--- config.mk ---
export PLATFORM = sky130hd
export DESIGN_NAME = decodifica_hamming
export DESIGN_NICKNAME = d
export VERILOG_FILES = /design/src/rtl/hamming_pkg.sv /design/src/rtl/sindrome_hamming.sv /design/src/rtl/decodifica_hamming.sv
export SDC_FILE = /design/constraint.sdc
export NUM_CORES = 1
export LEC_CHECK = 0
export ABC_AREA = 1
export CAP_MARGIN = 20
export CELL_PAD_IN_SITES_DETAIL_PLACEMENT = 0
export CELL_PAD_IN_SITES_GLOBAL_PLACEMENT = 1
export CORE_MARGIN = 1
export CORE_UTILIZATION = 40
export DETAILED_ROUTE_END_ITERATION = 12
export PLACE_DENSITY_LB_ADDON = 0.1
export SETUP_SLACK_MARGIN = 0.15
export SLEW_MARGIN = 20
export SYNTH_ARGS = -nofsm -noshare
export SYNTH_HDL_FRONTEND = slang
export SYNTH_HIERARCHICAL = 1
export SYNTH_SLANG_ARGS = --single-unit
--- constraint.sdc ---
create_clock -name clk -period 3.18 [get_ports clk]
set_input_delay 0.318 -clock clk [delete_from_list [all_inputs] [get_ports clk]]
set_output_delay 0.318 -clock clk [all_outputs]
set_load 0.03 [all_outputs]
--- src/rtl/hamming_pkg.sv ---
// Shared Hamming(15,11) constants and helpers used by both the encoder and decoder stages.
// Codeword bit c[i] is Hamming position i+1.
package hamming_pkg;

  localparam int DATA_W = 11;
  localparam int CODE_W = 15;
  localparam int SYN_W  = 4;

  localparam int PARITY_POS [4]      = '{0, 1, 3, 7};
  localparam int DATA_POS   [DATA_W] = '{2, 4, 5, 6, 8, 9, 10, 11, 12, 13, 14};

  // Gathers d1..d11 out of a codeword into a packed data word, d1 in bit 0.
  function automatic logic [DATA_W-1:0] extract_data(input logic [CODE_W-1:0] code);
    logic [DATA_W-1:0] data;
    data = '0;
    for (int k = 0; k < DATA_W; k++) begin
      data[k] = code[DATA_POS[k]];
    end
    return data;
  endfunction

  // Gathers the four check bits; kept beside extract_data so both stages share one layout.
  function automatic logic [SYN_W-1:0] extract_parity(input logic [CODE_W-1:0] code);
    logic [SYN_W-1:0] par;
    par = '0;
    for (int k = 0; k < SYN_W; k++) begin
      par[k] = code[PARITY_POS[k]];
    end
    return par;
  endfunction

  // One-hot mask selecting the bit named by a syndrome; zero syndrome selects nothing.
  function automatic logic [CODE_W-1:0] flip_mask(input logic [SYN_W-1:0] syn);
    logic [CODE_W-1:0] mask;
    mask = '0;
    for (int i = 0; i < CODE_W; i++) begin
      mask[i] = (syn == SYN_W'(i + 1));
    end
    return mask;
  endfunction

endpackage

--- src/rtl/sindrome_hamming.sv ---
// Combinational Hamming(15,11) syndrome: XOR of the positions of every set bit.
module sindrome_hamming
  import hamming_pkg::*;
(
  input  logic [CODE_W-1:0] code_i,
  output logic [SYN_W-1:0]  syn_o
);

  always_comb begin
    syn_o = '0;
    for (int i = 0; i < CODE_W; i++) begin
      if (code_i[i]) begin
        syn_o = syn_o ^ SYN_W'(i + 1);
      end
    end
  end

endmodule

--- src/rtl/decodifica_hamming.sv ---
// Two-stage pipelined Hamming(15,11) decoder with valid/ready on both sides
// and a saturating count of corrected words delivered downstream.
module decodifica_hamming
  import hamming_pkg::*;
#(
  parameter int COUNT_W = 8
) (
  input  logic               clk,
  input  logic               rst_n,
  input  logic               in_valid,
  output logic               in_ready,
  input  logic [CODE_W-1:0]  entrada,
  output logic               out_valid,
  input  logic               out_ready,
  output logic [DATA_W-1:0]  saida,
  output logic               erro_corrigido,
  output logic [SYN_W-1:0]   sindrome,
  input  logic               clr_cont,
  output logic [COUNT_W-1:0] cont_erros
);

  logic              s1_valid_q;
  logic [CODE_W-1:0] s1_code_q;
  logic [SYN_W-1:0]  s1_syn_q;

  logic              s2_valid_q;
  logic [DATA_W-1:0] s2_data_q;
  logic              s2_erro_q;
  logic [SYN_W-1:0]  s2_syn_q;

  logic [COUNT_W-1:0] cont_q, cont_d;

  logic [SYN_W-1:0]  syn_d;
  logic [DATA_W-1:0] data_d;
  logic              s1_load, s2_load, out_fire;

  sindrome_hamming u_sindrome (
    .code_i (entrada),
    .syn_o  (syn_d)
  );

  assign data_d   = extract_data(s1_code_q ^ flip_mask(s1_syn_q));

  // S2 frees up on the same edge it hands off, so out_ready reaches in_ready combinationally.
  assign s2_load  = s1_valid_q && (!s2_valid_q || out_ready);
  assign in_ready = !s1_valid_q || s2_load;
  assign s1_load  = in_valid && in_ready;
  assign out_fire = s2_valid_q && out_ready;

  always_comb begin
    cont_d = cont_q;
    if (clr_cont) begin
      cont_d = '0;
    end else if (out_fire && s2_erro_q && (cont_q != {COUNT_W{1'b1}})) begin
      cont_d = cont_q + COUNT_W'(1);
    end
  end

  always_ff @(posedge clk or negedge rst_n) begin
    if (!rst_n) begin
      s1_valid_q <= 1'b0;
      s1_code_q  <= '0;
      s1_syn_q   <= '0;
    end else if (s1_load) begin
      s1_valid_q <= 1'b1;
      s1_code_q  <= entrada;
      s1_syn_q   <= syn_d;
    end else if (s2_load) begin
      s1_valid_q <= 1'b0;
    end
  end

  always_ff @(posedge clk or negedge rst_n) begin
    if (!rst_n) begin
      s2_valid_q <= 1'b0;
      s2_data_q  <= '0;
      s2_erro_q  <= 1'b0;
      s2_syn_q   <= '0;
    end else if (s2_load) begin
      s2_valid_q <= 1'b1;
      s2_data_q  <= data_d;
      s2_erro_q  <= (s1_syn_q != '0);
      s2_syn_q   <= s1_syn_q;
    end else if (out_ready) begin
      s2_valid_q <= 1'b0;
    end
  end

  always_ff @(posedge clk or negedge rst_n) begin
    if (!rst_n) begin
      cont_q <= '0;
    end else begin
      cont_q <= cont_d;
    end
  end

  assign out_valid      = s2_valid_q;
  assign saida          = s2_data_q;
  assign erro_corrigido = s2_erro_q;
  assign sindrome       = s2_syn_q;
  assign cont_erros     = cont_q;

endmodule

# ---- Word level (Yosys, flattened, before mapping)
# Cells that the tools add are included.
dict set report op_classes {
  add_sub_neg 1
  eq_ne 16
  n_mux 21
  bitwise 15
  reduce_logical 13
}
# op count
set op_table {}
lappend op_table {{$eq A4 B4 Y1 const B} 8}
lappend op_table {{$mux W4} 8}
lappend op_table {{$eq A4 B3 Y1 const B} 4}
lappend op_table {{$mux W8} 2}
lappend op_table {{$xor A15 B15 Y15} 1}
lappend op_table {{$mux W3} 4}
lappend op_table {{$not A2 Y2} 6}
lappend op_table {{$not A3 Y3} 4}
lappend op_table {{$add A8 B1 Y8 const B} 1}
lappend op_table {{$eq A4 B2 Y1 const B} 2}
lappend op_table {{$ne A8 B8 Y1 const B} 1}
lappend op_table {{$reduce_bool A2 Y1} 3}
lappend op_table {{$logic_and A1 B1 Y1} 5}
lappend op_table {{$mux W1} 5}
lappend op_table {{$eq A4 B1 Y1 const B} 1}
lappend op_table {{$mux W2} 2}
lappend op_table {{$not A4 Y4} 1}
lappend op_table {{$reduce_bool A4 Y1} 1}
lappend op_table {{$not A1 Y1 const A} 3}
lappend op_table {{$logic_not A1 Y1} 2}
lappend op_table {{$logic_or A1 B1 Y1} 2}
dict set report totals {
  regBits 45
  in_bits 20
  word_cells 74
}

# ---- Logic depth before layout (Yosys ltp)
dict set report logic_depth {
  word_depth 26
  ltp_mapped 11
  mapped_depth_nobuf 11
}

# ---- Hierarchy
# The synthesis kept the hierarchy.
# mod instances cells_each area_per_inst_um2 seq_area_each_um2
set modules_own_cells {}
lappend modules_own_cells {decodifica_hamming 1 230 1916.8 1026.0}
lappend modules_own_cells {sindrome_hamming 1 79 390.4 0.0}

# ---- Worst setup path after synthesis
# OpenSTA, ideal clock, no wires.
dict set report synth_timing {
  path_type {reg2reg}
  startpoint {register cont_q[1], in the netlist cont_erros[1]}
  endpoint {register cont_q[3], in the netlist cont_erros[3]}
  setup_ps 117
  arrival_time_ps 1299
  slack_ps 1764
  stages_incl_launch_ff 9
  n_path_buf 0
  period_less_slack_ps 1416
  cell_sequence {dfrtp_1 > ha_1 > nand2_1 > nor2_1 > nand2_2 > nand2_2 > nand2_4 > nand2_1 > nand2_1}
}
dict set report synth_via {
  elab_chain_len 3
  word_cells_on_any_way 6
  classes_between {add/sub: 1; eq/ne: 1; mux: 2; reduce/logical: 2}
}
# element line
set synth_rtl {}
lappend synth_rtl {{start, declared} decodifica_hamming.sv:31} ;# logic [COUNT_W-1:0] cont_q, cont_d;
lappend synth_rtl {{start signal, assigned} decodifica_hamming.sv:93} ;# cont_q <= cont_d;
lappend synth_rtl {{$add A8 B1 Y8 or $ne A8 B8 Y1 (tied branches)} {decodifica_hamming.sv:55, decodifica_hamming.sv:54}}
lappend synth_rtl {{$mux W8 or $logic_and A1 B1 Y1 (tied branches)} decodifica_hamming.sv:54} ;# end else if (out_fire && s2_erro_q && (cont_q != {COUNT_W{1'b1}})) begin
lappend synth_rtl {{$mux W8 or $reduce_bool A2 Y1 (tied branches)} n/a}
# Several ways; a longest one is shown, not always the timed one. The select of a mux whose other input is x is not followed.
# A chain may end at the register's enable or synchronous reset.

# ---- Final worst setup path
dict set report layout_timing {
  startpoint {input out_ready}
  endpoint {output in_ready}
}
dict set report layout_via {
  elab_chain_len 3
}
# element line
set layout_rtl {}
lappend layout_rtl {{start, declared} decodifica_hamming.sv:14} ;# input logic out_ready,
lappend layout_rtl {{$logic_or A1 B1 Y1} decodifica_hamming.sv:45} ;# assign s2_load = s1_valid_q && (!s2_valid_q || out_ready);
lappend layout_rtl {{$logic_and A1 B1 Y1} decodifica_hamming.sv:45}
lappend layout_rtl {{$logic_or A1 B1 Y1} decodifica_hamming.sv:46} ;# assign in_ready = !s1_valid_q || s2_load;
lappend layout_rtl {{end, declared} decodifica_hamming.sv:11} ;# output logic in_ready,
# Every way passes these cells.

==> key figures <==
Pwr
  • Leakage: 1.44 nW
  • Net Sw Power: 0.627 mW
  • Sequential power share: 41.8%
  • Power density over cell area: 574 nW/um2
  • Peak VDD IR: 0.328 mV
  • Clock share of power: 19.4%
  • Switching part of the total: 37.7%
  • Comb power frac: 38.8%
  • Tot Pwr: 1.66 mW
  • Internal: 1.04 mW

Critical path
  • Max FO, Critical Path: 7
  • Slowest cell on crit path: clkdlybuf4s50_1
  • Reg2Reg Launch Point: out_valid
  • Startpoint Class: input port
  • R2R cell count: 5
  • CP bufs+invs: 3
  • Arrival time at the worst endpoint: 1.72 ns
  • Cell mode on critical path: clkdlybuf4s50_1
  • CP Cell Sequence: clkdlybuf4s50_1, inv_1, nand3_2, clkdlybuf4s50_1
  • R2R setup slack: 1.75 ns
  • Critical path type: in2out
  • R2r endpoint: sindrome[2]
  • WP data required: 2.86 ns
  • Levels on crit path: 4
  • Cell family with most CP delay: buffers and inverters
  • CP peak stage delay: 0.70 ns
  • Crit path capture type: primary output

Synthesis
  • Synthesized area per cell: 7.47 um2
  • Netlist cell types: 26
  • Seq cells post-synth: 41
  • Area share of the largest cell type after synthesis: 44.5%
  • Net count after synthesis: 330
  • Synth warn: 6
  • Post-synthesis mux area share: 0%
  • Adder-Cell Fraction of Synth Area: 0.542%
  • Cells after Synth: 309
  • Largest family of logic cells by synthesized area: simple AND/OR/NAND/NOR gates
  • Post-synthesis sequential area ratio: 44.5%
  • Complex-gate fraction of the synthesized area: 7.27%
  • Simple-Gate Fraction of Synth Area: 31.7%
  • FFs w/ async S/R, synth: 100%
  • Synth area leaders: dfrtp_1 44%, nand2_1 17%, inv_1 6.7%
  • Post-synthesis instance area: 2310 um2
  • Post-Synth XOR/XNOR Area: 7.48%
  • Number of synthesized flops with an enable pin: 0
  • Ys flop type: dfrtp_1
  • Cell accounting for the most synthesized area: dfrtp_1

Global routing
  • Vias in the first global route: 1801
  • Gr ovfl total: 0
  • Initial antenna violation count: 0
  • Gr usage total: 17.7%
  • Global-route wire length before repair: 8.35 mm
  • Largest net degree at the start of global routing: 42

Final layout
  • Inserted Diodes: 0
  • Commonest non-fill, non-tap cell in the layout: nand2_1
  • Final Non-Filler Cells: 430
  • Final net count: 378
  • Commonest non-fill, non-tap cells in the layout: 103 x nand2_1, 44 x clkdlybuf4s50_1, 41 x inv_1, 41 x dfrtp_1
  • Fin area: 2900 um2
  • Area grow syn2layout: 25.5%
  • Layout cell share with drive strength beyond 1: 4.75%
  • Core Util, Final: 52.3%

Detailed routing
  • Initial DRC Count: 77
  • Metal3 WL: 171 um
  • DR vias: 1997
  • DRT antenna net count: 0
  • 1st-pass router iterations: 4
  • Post-Route WL: 4.83 mm
  • Highest metal layer with signal wires: met4
  • WL/cell: 11.2 um
  • DRC errors left: 0
  • Vias per cell: 4.64
  • M1 WL: 2.55 mm
  • DR WL met2: 2.05 mm

STA
  • Final hold violations: 0
  • Slew @ Worst Pin: 0.903 ns
  • Fin worst setup slack: 1.14 ns
  • Fmax: 0.490 GHz
  • Fin Hold WS: 0.148 ns
  • Post-route clock period utilization: 64.1%
  • Sum Neg Setup Slack: 0 ns
  • Layout Skew: 0.00295 ns
  • RSZ-0062 raised after global routing: no
  • Slew Limit Fails: 0
  • Final setup viols: 0
  • Period minus WS final: 2.04 ns
  • Max_slew headroom: 39.8%

CTS
  • CTS clock-pin slew for the worst setup and hold paths: 0.07 ns
  • Worst skew pair latency: 0.29 ns
  • CTS tree: built
  • CTS buffer count: 5
  • PostCTS Resize Cnt: 0
  • Clk sinks: 41
  • Post-CTS Hold Buffers: 0
  • Root Driver: clkbuf_8
  • Clock Path Buffers: 2
  • Post-CTS Setup Bufs: 0
  • H-tree depth: 2

Placed design
  • Number of I/O port buffers: 45
  • Pre-CTS setup slack: 1.14 ns
  • GPL Wtd Cong: 0.766
  • # placed instances: 422
  • Area of placed instances: 2820 um2
  • Post-DP HPWL: 3.81 mm

Die
  • Die X: 77.9 um
  • Initial Utilization: 41.6%
  • Die Height: 77.9 um
  • Num rows: 27
  • Die ar.: 6080 um2
  • Core Area: 5540 um2
  • I/O Pins: 46

Outcome
  • Status: completed

Worst hold path
  • Worst Hold Class: in2async

Run
  • Max-cap violation count: 0
[kinds of logic after synthesis]
kind of cell    count (synthesis)
flops                          41
simple gates                  170
compound gates                 32
xor+xnor                       18
buf+inv                        47
fa+ha+maj                       1
[power groups by stage]
stage                     logic (mW)  registers, mW  clock network (mW)
after floorplan                0.253          0.847                   0
after global placement         0.646          0.701                   0
after detailed placement       0.651          0.706                   0
after CTS                      0.652          0.696               0.334
after global routing           0.712          0.713               0.358
final                          0.646          0.695               0.323
[cell usage after synthesis (4+ instances only)]
cell type,number
o21ai_0,11
nand3b_1,5
xnor2_1,5
xor2_1,11
nand2_1,103
nor2_1,26
a21oi_1,13
inv_1,41
dfrtp_1,41
nand3_1,26
a31oi_1,4
[routing by layer]
metal	vias to the layer above	track usage, %
met5	-	0
met4	0	6.11
met2	48	26.5
met3	5	3.18
li1	1055	-
met1	889	25.6
[sequential cells by signal, summed over array words and instances, names as in the netlist]
| signal | cells |
|---|---|
| s1_code_q | 11 |
| saida | 11 |
| out_valid | 1 |
| cont_erros | 8 |
| erro_corrigido | 1 |
| sindrome | 4 |
| s1_valid_q | 1 |
| s1_syn_q | 4 |
[area by class of cell]
type | instances | area [um2]
flip-flops and latches | 41 | 1030
clock buffers | 8 | 80.1
fillers | 584 | 2640
inverters | 42 | 163
multi-input cells | 221 | 1080
well taps | 72 | 90.1
repair buffers | 46 | 453
[worst register-to-register path, stage by stage, from the launching register on]
cell	delay [ns]
dfrtp_1	0.43
a21oi_1	0.17
buf_4	0.20
inv_1	0.26
nand2_1	0.14
o21ai_0	0.09
[worst max-delay path by stage]
stage                              from            end
after global routing          out_ready       in_ready
after floorplan           cont_erros[1]  cont_erros[3]
after global placement        out_ready       in_ready
final                         out_ready       in_ready
after detailed placement      out_ready       in_ready
after CTS                     out_ready       in_ready
Power figures use the tool's default switching activity.
